===== src/rtl/pipe_pkg.sv =====
// Shared definitions for the pipeline stage registers: NOP encoding, skid-stage
// state encoding and default payload widths.
package pipe_pkg;

   localparam int unsigned DEFAULT_INSTR_W = 32;
   localparam int unsigned DEFAULT_PC_W    = 32;

   // RV32I addi x0,x0,0
   localparam logic [31:0] NOP_RV32I = 32'h0000_0013;

   typedef logic [1:0] skid_state_t;

   localparam skid_state_t ST_EMPTY = 2'd0;
   localparam skid_state_t ST_ONE   = 2'd1;
   localparam skid_state_t ST_FULL  = 2'd2;

endpackage


===== src/rtl/if_id_skid_stage.sv =====
// IF/ID pipeline register with a 2-entry skid buffer: in_ready depends only on
// registered state, so decode back-pressure never reaches fetch combinationally.
module if_id_skid_stage
   import pipe_pkg::*;
#(
   parameter int unsigned          INSTR_W   = DEFAULT_INSTR_W,
   parameter int unsigned          PC_W      = DEFAULT_PC_W,
   parameter int unsigned          SIDE_W    = 1,
   parameter logic [INSTR_W-1:0]   NOP_INSTR = INSTR_W'(NOP_RV32I)
) (
   input  logic               clk,
   input  logic               rst_n,
   input  logic               flush,
   input  logic               in_valid,
   output logic               in_ready,
   input  logic [INSTR_W-1:0] in_instr,
   input  logic [PC_W-1:0]    in_pc,
   input  logic [SIDE_W-1:0]  in_side,
   output logic               out_valid,
   input  logic               out_ready,
   output logic [INSTR_W-1:0] out_instr,
   output logic [PC_W-1:0]    out_pc,
   output logic [SIDE_W-1:0]  out_side,
   output logic [1:0]         occupancy
);

   skid_state_t        state_q, state_d;
   logic [INSTR_W-1:0] main_instr_q, main_instr_d, skid_instr_q, skid_instr_d;
   logic [PC_W-1:0]    main_pc_q, main_pc_d, skid_pc_q, skid_pc_d;
   logic [SIDE_W-1:0]  main_side_q, main_side_d, skid_side_q, skid_side_d;
   logic               in_fire, out_fire;

   assign in_ready  = (state_q != ST_FULL);
   assign out_valid = (state_q != ST_EMPTY);
   assign in_fire   = in_valid & in_ready;
   assign out_fire  = out_valid & out_ready;

   // Main slot may hold a stale payload after draining, so mask it when empty.
   assign out_instr = out_valid ? main_instr_q : NOP_INSTR;
   assign out_pc    = out_valid ? main_pc_q    : '0;
   assign out_side  = out_valid ? main_side_q  : '0;

   always_comb begin
      occupancy = 2'd0;
      case (state_q)
         ST_ONE:  occupancy = 2'd1;
         ST_FULL: occupancy = 2'd2;
         default: occupancy = 2'd0;
      endcase
   end

   always_comb begin
      state_d      = state_q;
      main_instr_d = main_instr_q;
      main_pc_d    = main_pc_q;
      main_side_d  = main_side_q;
      skid_instr_d = skid_instr_q;
      skid_pc_d    = skid_pc_q;
      skid_side_d  = skid_side_q;

      case (state_q)
         ST_EMPTY: begin
            if (in_fire) begin
               state_d      = ST_ONE;
               main_instr_d = in_instr;
               main_pc_d    = in_pc;
               main_side_d  = in_side;
            end
         end
         ST_ONE: begin
            if (in_fire && out_fire) begin
               main_instr_d = in_instr;
               main_pc_d    = in_pc;
               main_side_d  = in_side;
            end else if (out_fire) begin
               state_d = ST_EMPTY;
            end else if (in_fire) begin
               state_d      = ST_FULL;
               skid_instr_d = in_instr;
               skid_pc_d    = in_pc;
               skid_side_d  = in_side;
            end
         end
         ST_FULL: begin
            if (out_fire) begin
               state_d      = ST_ONE;
               main_instr_d = skid_instr_q;
               main_pc_d    = skid_pc_q;
               main_side_d  = skid_side_q;
            end
         end
         default: state_d = ST_EMPTY;
      endcase

      // Flush wins over any handshake in the same cycle.
      if (flush) begin
         state_d      = ST_EMPTY;
         main_instr_d = NOP_INSTR;
         main_pc_d    = '0;
         main_side_d  = '0;
         skid_instr_d = NOP_INSTR;
         skid_pc_d    = '0;
         skid_side_d  = '0;
      end
   end

   always_ff @(posedge clk or posedge rst_n) begin
      if (rst_n) begin
         state_q      <= ST_EMPTY;
         main_instr_q <= NOP_INSTR;
         main_pc_q    <= '0;
         main_side_q  <= '0;
         skid_instr_q <= NOP_INSTR;
         skid_pc_q    <= '0;
         skid_side_q  <= '0;
      end else begin
         state_q      <= state_d;
         main_instr_q <= main_instr_d;
         main_pc_q    <= main_pc_d;
         main_side_q  <= main_side_d;
         skid_instr_q <= skid_instr_d;
         skid_pc_q    <= skid_pc_d;
         skid_side_q  <= skid_side_d;
      end
   end

endmodule


===== config.mk =====
export PLATFORM = sky130hd
export DESIGN_NAME = if_id_skid_stage
export DESIGN_NICKNAME = d
export VERILOG_FILES = /design/src/rtl/pipe_pkg.sv /design/src/rtl/if_id_skid_stage.sv
export SDC_FILE = /design/constraint.sdc
export NUM_CORES = 1
export LEC_CHECK = 0
export BUFFER_PORTS_ARGS = -buffer_cell sky130_fd_sc_hd__buf_2
export CORE_MARGIN = 2
export CORE_UTILIZATION = 28
export CTS_CLUSTER_DIAMETER = 30
export CTS_CLUSTER_SIZE = 12
export DETAILED_ROUTE_END_ITERATION = 10
export GPL_TIMING_DRIVEN = 0
export SYNTH_ARGS = -nofsm -noshare
export SYNTH_HDL_FRONTEND = slang
export SYNTH_SLANG_ARGS = --single-unit
export TNS_END_PERCENT = 1

===== constraint.sdc =====
create_clock -name clk -period 4.3 [get_ports clk]
set_input_delay 0.43 -clock clk [delete_from_list [all_inputs] [get_ports clk]]
set_output_delay 0.43 -clock clk [all_outputs]
set_load 0.01 [all_outputs]

==> parameters.txt <==
Parameter                              Value

Power
  Cell area power density ... about 440 mW/mm²
  Static leakage ... 3.64 nW
  Worst supply voltage drop on vdd ... between 200 and 250 µV

GRT
  Vias in the first global route ... 5541
  Antenna violations before repair ... 1
  Overflow left after global routing ... 0
  Pin count of the biggest net entering global routing ... 85
  Wire length of the first global-routing pass ... around 33 mm
  Global-route usage over all layers ... 0.162

Drt
  Number of antenna-violating nets in the routed design ... 0
  Mean routed wirelength per cell ... between 15 and 20 µm
  Number of vias per cell after detailed routing ... around 4.7
  Number of search-and-repair iterations in the first detailed-routing pass ... 4
  Via Count ... 5583
  Count of unresolved DRC violations after routing ... 0
  Aggregate routed wire length ... between 20 and 25 mm
  Initial drt markers ... just over 400

Setup path
  Category of cells accounting for the largest share of critical-path delay ... buffers and inverters
  R2R cell count ... 8
  Crit path kind ... reg2out
  Critical Path Source ... state_q[0]
  Critical Path Sink Type ... output pin
  Req. time, crit path ... 3.87 ns
  Critical-path cell list ... inv_1 -> ha_1 -> clkbuf_1 -> clkbuf_1 -> nor2b_1 -> buf_2
  Top fanout value on the critical path ... 10
  Critical Path Max Stage Delay ... 0.64 ns
  Critical R2R Launch ... state_q[0]
  Startpoint type of the worst setup path ... register
  Depth of the critical timing path with buffers and inverters included ... 6
  Cell seen most often among critical-path stages ... clkbuf_1
  Worst EP arrival ... 2.86 ns
  Buffers & Inverters on Critical Path ... 4
  Critical path's slowest cell ... clkbuf_1

Synthesis
  Number of enable flip-flop cells after synthesis ... 0
  Proportion of netlist area held by the largest area contributor ... 0.458
  Most common cell in the synthesized netlist ... nand2_1
  Primary FF master, synth ... dfrtp_1
  Dominant combinational cell family by area after synthesis ... simple AND/OR/NAND/NOR gates
  Unique cell type count in the Yosys netlist ... 32
  Multiplexer fraction of the synthesized cell area ... 0.0902
  Most area-hungry cell type in the Yosys netlist ... dfrtp_1
  Arithmetic-cell share of the synthesized area counting full adders, half adders and majority gates ... 0.00728
  Post-synthesis share of cell area spent on xor and xnor gates ... 0
  Mean area per synthesized cell ... 10.0 µm²
  Post-synthesis async set-or-reset flop share ... 1.00
  Post-synthesis instance area ... approximately 0.0069 mm²
  Post-synthesis cell count ... 686
  Total of warnings raised by yosys ... 0
  Area fraction in compound gates after synthesis ... 0.172
  Synthesized-area fraction occupied by and/or/nand/nor cells ... 0.195
  Proportion of synthesized chip area in sequential cells ... 0.481
  Top cells by instance count after synthesis ... nand2_1 (132), dfrtp_1 (126), a21oi_1 (67), nor2b_1 (63)
  Synthesized flop and latch total ... about 130
  Mapped Nets ... 760
  Dominant cells by area after synthesis ... dfrtp_1 (46%), a211oi_2 (10%), mux2i_1 (9.0%)

Layout
  Final standard cell utilization of the core ... 0.356
  Reg area ... ~0.0033 mm²
  Nets ... around 920
  Share of final-layout standard cells stronger than drive strength 1 ... 0.317
  Synth-to-layout area growth ... 25.4%
  Total area of multi-input combinational cells ... 0.00319 mm²
  Filler cells ... approximately 2.5k

Timing
  Timing-limited maximum frequency ... between 300 and 400 MHz
  Number of setup violations in the final report ... 0
  Max-Slew Margin vs Limit ... 0.416
  Final sum of negative setup slack ... 0 ns
  Minimum clock period after layout ... ~3.3 ns
  Total count of hold-check failures in the final report ... 0
  Post-route clock period utilization ... 0.765
  Clock skew ... just over 0.009 ns
  Slew Viols, Final ... 0
  Unrepaired setup endpoints after global routing ... no
  Transition at the pin with the smallest max-transition slack ... between 0.8 and 0.9 ns

Floorplan
  Count of standard-cell rows ... 57
  Full die area ... between 0.02 and 0.03 mm²
  Core outline area ... approximately 0.024 mm²
  Horizontal die dimension ... between 150 and 200 µm
  Initial core utilization ... 0.284
  Die Height ... between 150 and 200 µm
  Number of top-level design ports ... 139

Clocking
  Number of sinks on the clock net ... between 100 and 150
  Worst-Skew Late Latency ... roughly 0.42 ns
  H-tree depth ... 4
  Post-cts repair resize count ... 0
  Buffers from clock root to sink, at most ... 2
  Clock slew at the register clock pins of the worst setup and hold paths ... about 0.060 ns
  Root buffer cell ... clkbuf_16
  Total CTS buffers ... 17
  Clock tree from TritonCTS ... built
  Hold buffers post-CTS ... 0
  Post-CTS Setup Repair Bufs ... 0

Status
  Status ... finished clean

Placed design
  PortBufs ... about 140
  Half-perimeter wire length after detailed placement ... around 14 mm
  Gp weighted congestion ... approximately 0.74

Hold path
  Path category of the worst min-delay check ... in2async

Flow run
  Max-capacitance violation count ... 0
[kinds of logic (layout without fill, tap and decap cells)]
group / count (synthesis) / in the layout
and+or+nand+nor: 278 / 278
AOI/OAI and AO/OA: 139 / 139
DFF: 132 / 132
buffers and inverters: 71 / 240
muxes: 62 / 62
adders and majority gates: 4 / 4
other: 0 / 1
[worst paths after layout]
kind,end,slack (ns)
worst min-delay path,main_pc_q[10],0.04
worst max register to register,main_instr_q[31],1.92
worst max-delay path,out_instr[28],1.01
max in group asynchronous,main_side_q,3.43
min in group clk,skid_instr_q[24],0.25
worst min register to register,skid_instr_q[0],0.49
[cell usage in the layout (no fill, tap or decap), types with 2 or more instances in the layout]
| master | count |
|---|---|
| dfstp_2 | 6 |
| dfrtp_1 | 126 |
| or2_2 | 3 |
| nand2_1 | 132 |
| clkinv_4 | 3 |
| ha_1 | 4 |
| and2_1 | 3 |
| a21oi_1 | 67 |
| nor4_1 | 3 |
| clkbuf_16 | 17 |
| buf_2 | 158 |
| clkinvlp_4 | 3 |
| nand2b_1 | 2 |
| clkbuf_1 | 32 |
| mux2i_1 | 62 |
| bufinv_16 | 4 |
| a211oi_2 | 57 |
| nand3_1 | 2 |
| a211oi_1 | 8 |
| nor3_1 | 62 |
| clkinv_2 | 3 |
| o21ai_0 | 2 |
| inv_1 | 5 |
| nor2b_1 | 63 |
| nand3b_1 | 3 |
| buf_6 | 11 |
[state kept, by name, indices dropped and copies added (netlist names)]
name / cells
main_side_q: 1
skid_side_q: 1
skid_pc_q: 32
state_q: 2
main_pc_q: 32
main_instr_q: 32
skid_instr_q: 32
[where the power goes]
part / leakage [nW] / total (W) / internal (W) / switching [W]
clock network: 0.298 / 0.00156 / 0.000982 / 0.000581
logic: 1.58 / 0.000790 / 0.000314 / 0.000476
registers: 1.76 / 0.00143 / 0.00137 / 0.0000637
[metrics by stage]
stage / hold WS, ns / cell area [µm²] / setup WS, ns / cells / total power, W
floorplan: 0.461 / 6880 / 0.354 / 686 / 0.00200
detailed placement: 0.482 / 8000 / 1.42 / 1148 / 0.00225
finish: 0.0436 / 8630 / 1.01 / 1180 / 0.00379
global placement: 0.472 / 7970 / -1.60 / 1147 / 0.00224
global route: 0.0760 / 8630 / 0.839 / 1179 / 0.00397
CTS: 0.0552 / 8630 / 0.954 / 1179 / 0.00382
[cell type report]
| class | count | share of cell area |
|---|---|---|
| Clock buffer | 18 | 0.0509 |
| Buffer | 65 | 0.0413 |
| Inverter | 6 | 0.00319 |
| Sequential cell | 132 | 0.384 |
| Clock inverter | 13 | 0.0213 |
| Tap cell | 324 | 0.0470 |
| Timing Repair Buffer | 138 | 0.0827 |
| Multi-Input combinational cell | 483 | 0.370 |
| Antenna cell | 1 | 0.000290 |
[metal layers]
metal | GRT usage | wire length [µm]
met1 | 0.229 | 9870
met2 | 0.257 | 9660
met3 | 0.0369 | 997
met4 | 0.0317 | 101
met5 | 0 | 0
Note: power is estimated with default switching activity, not from simulation.
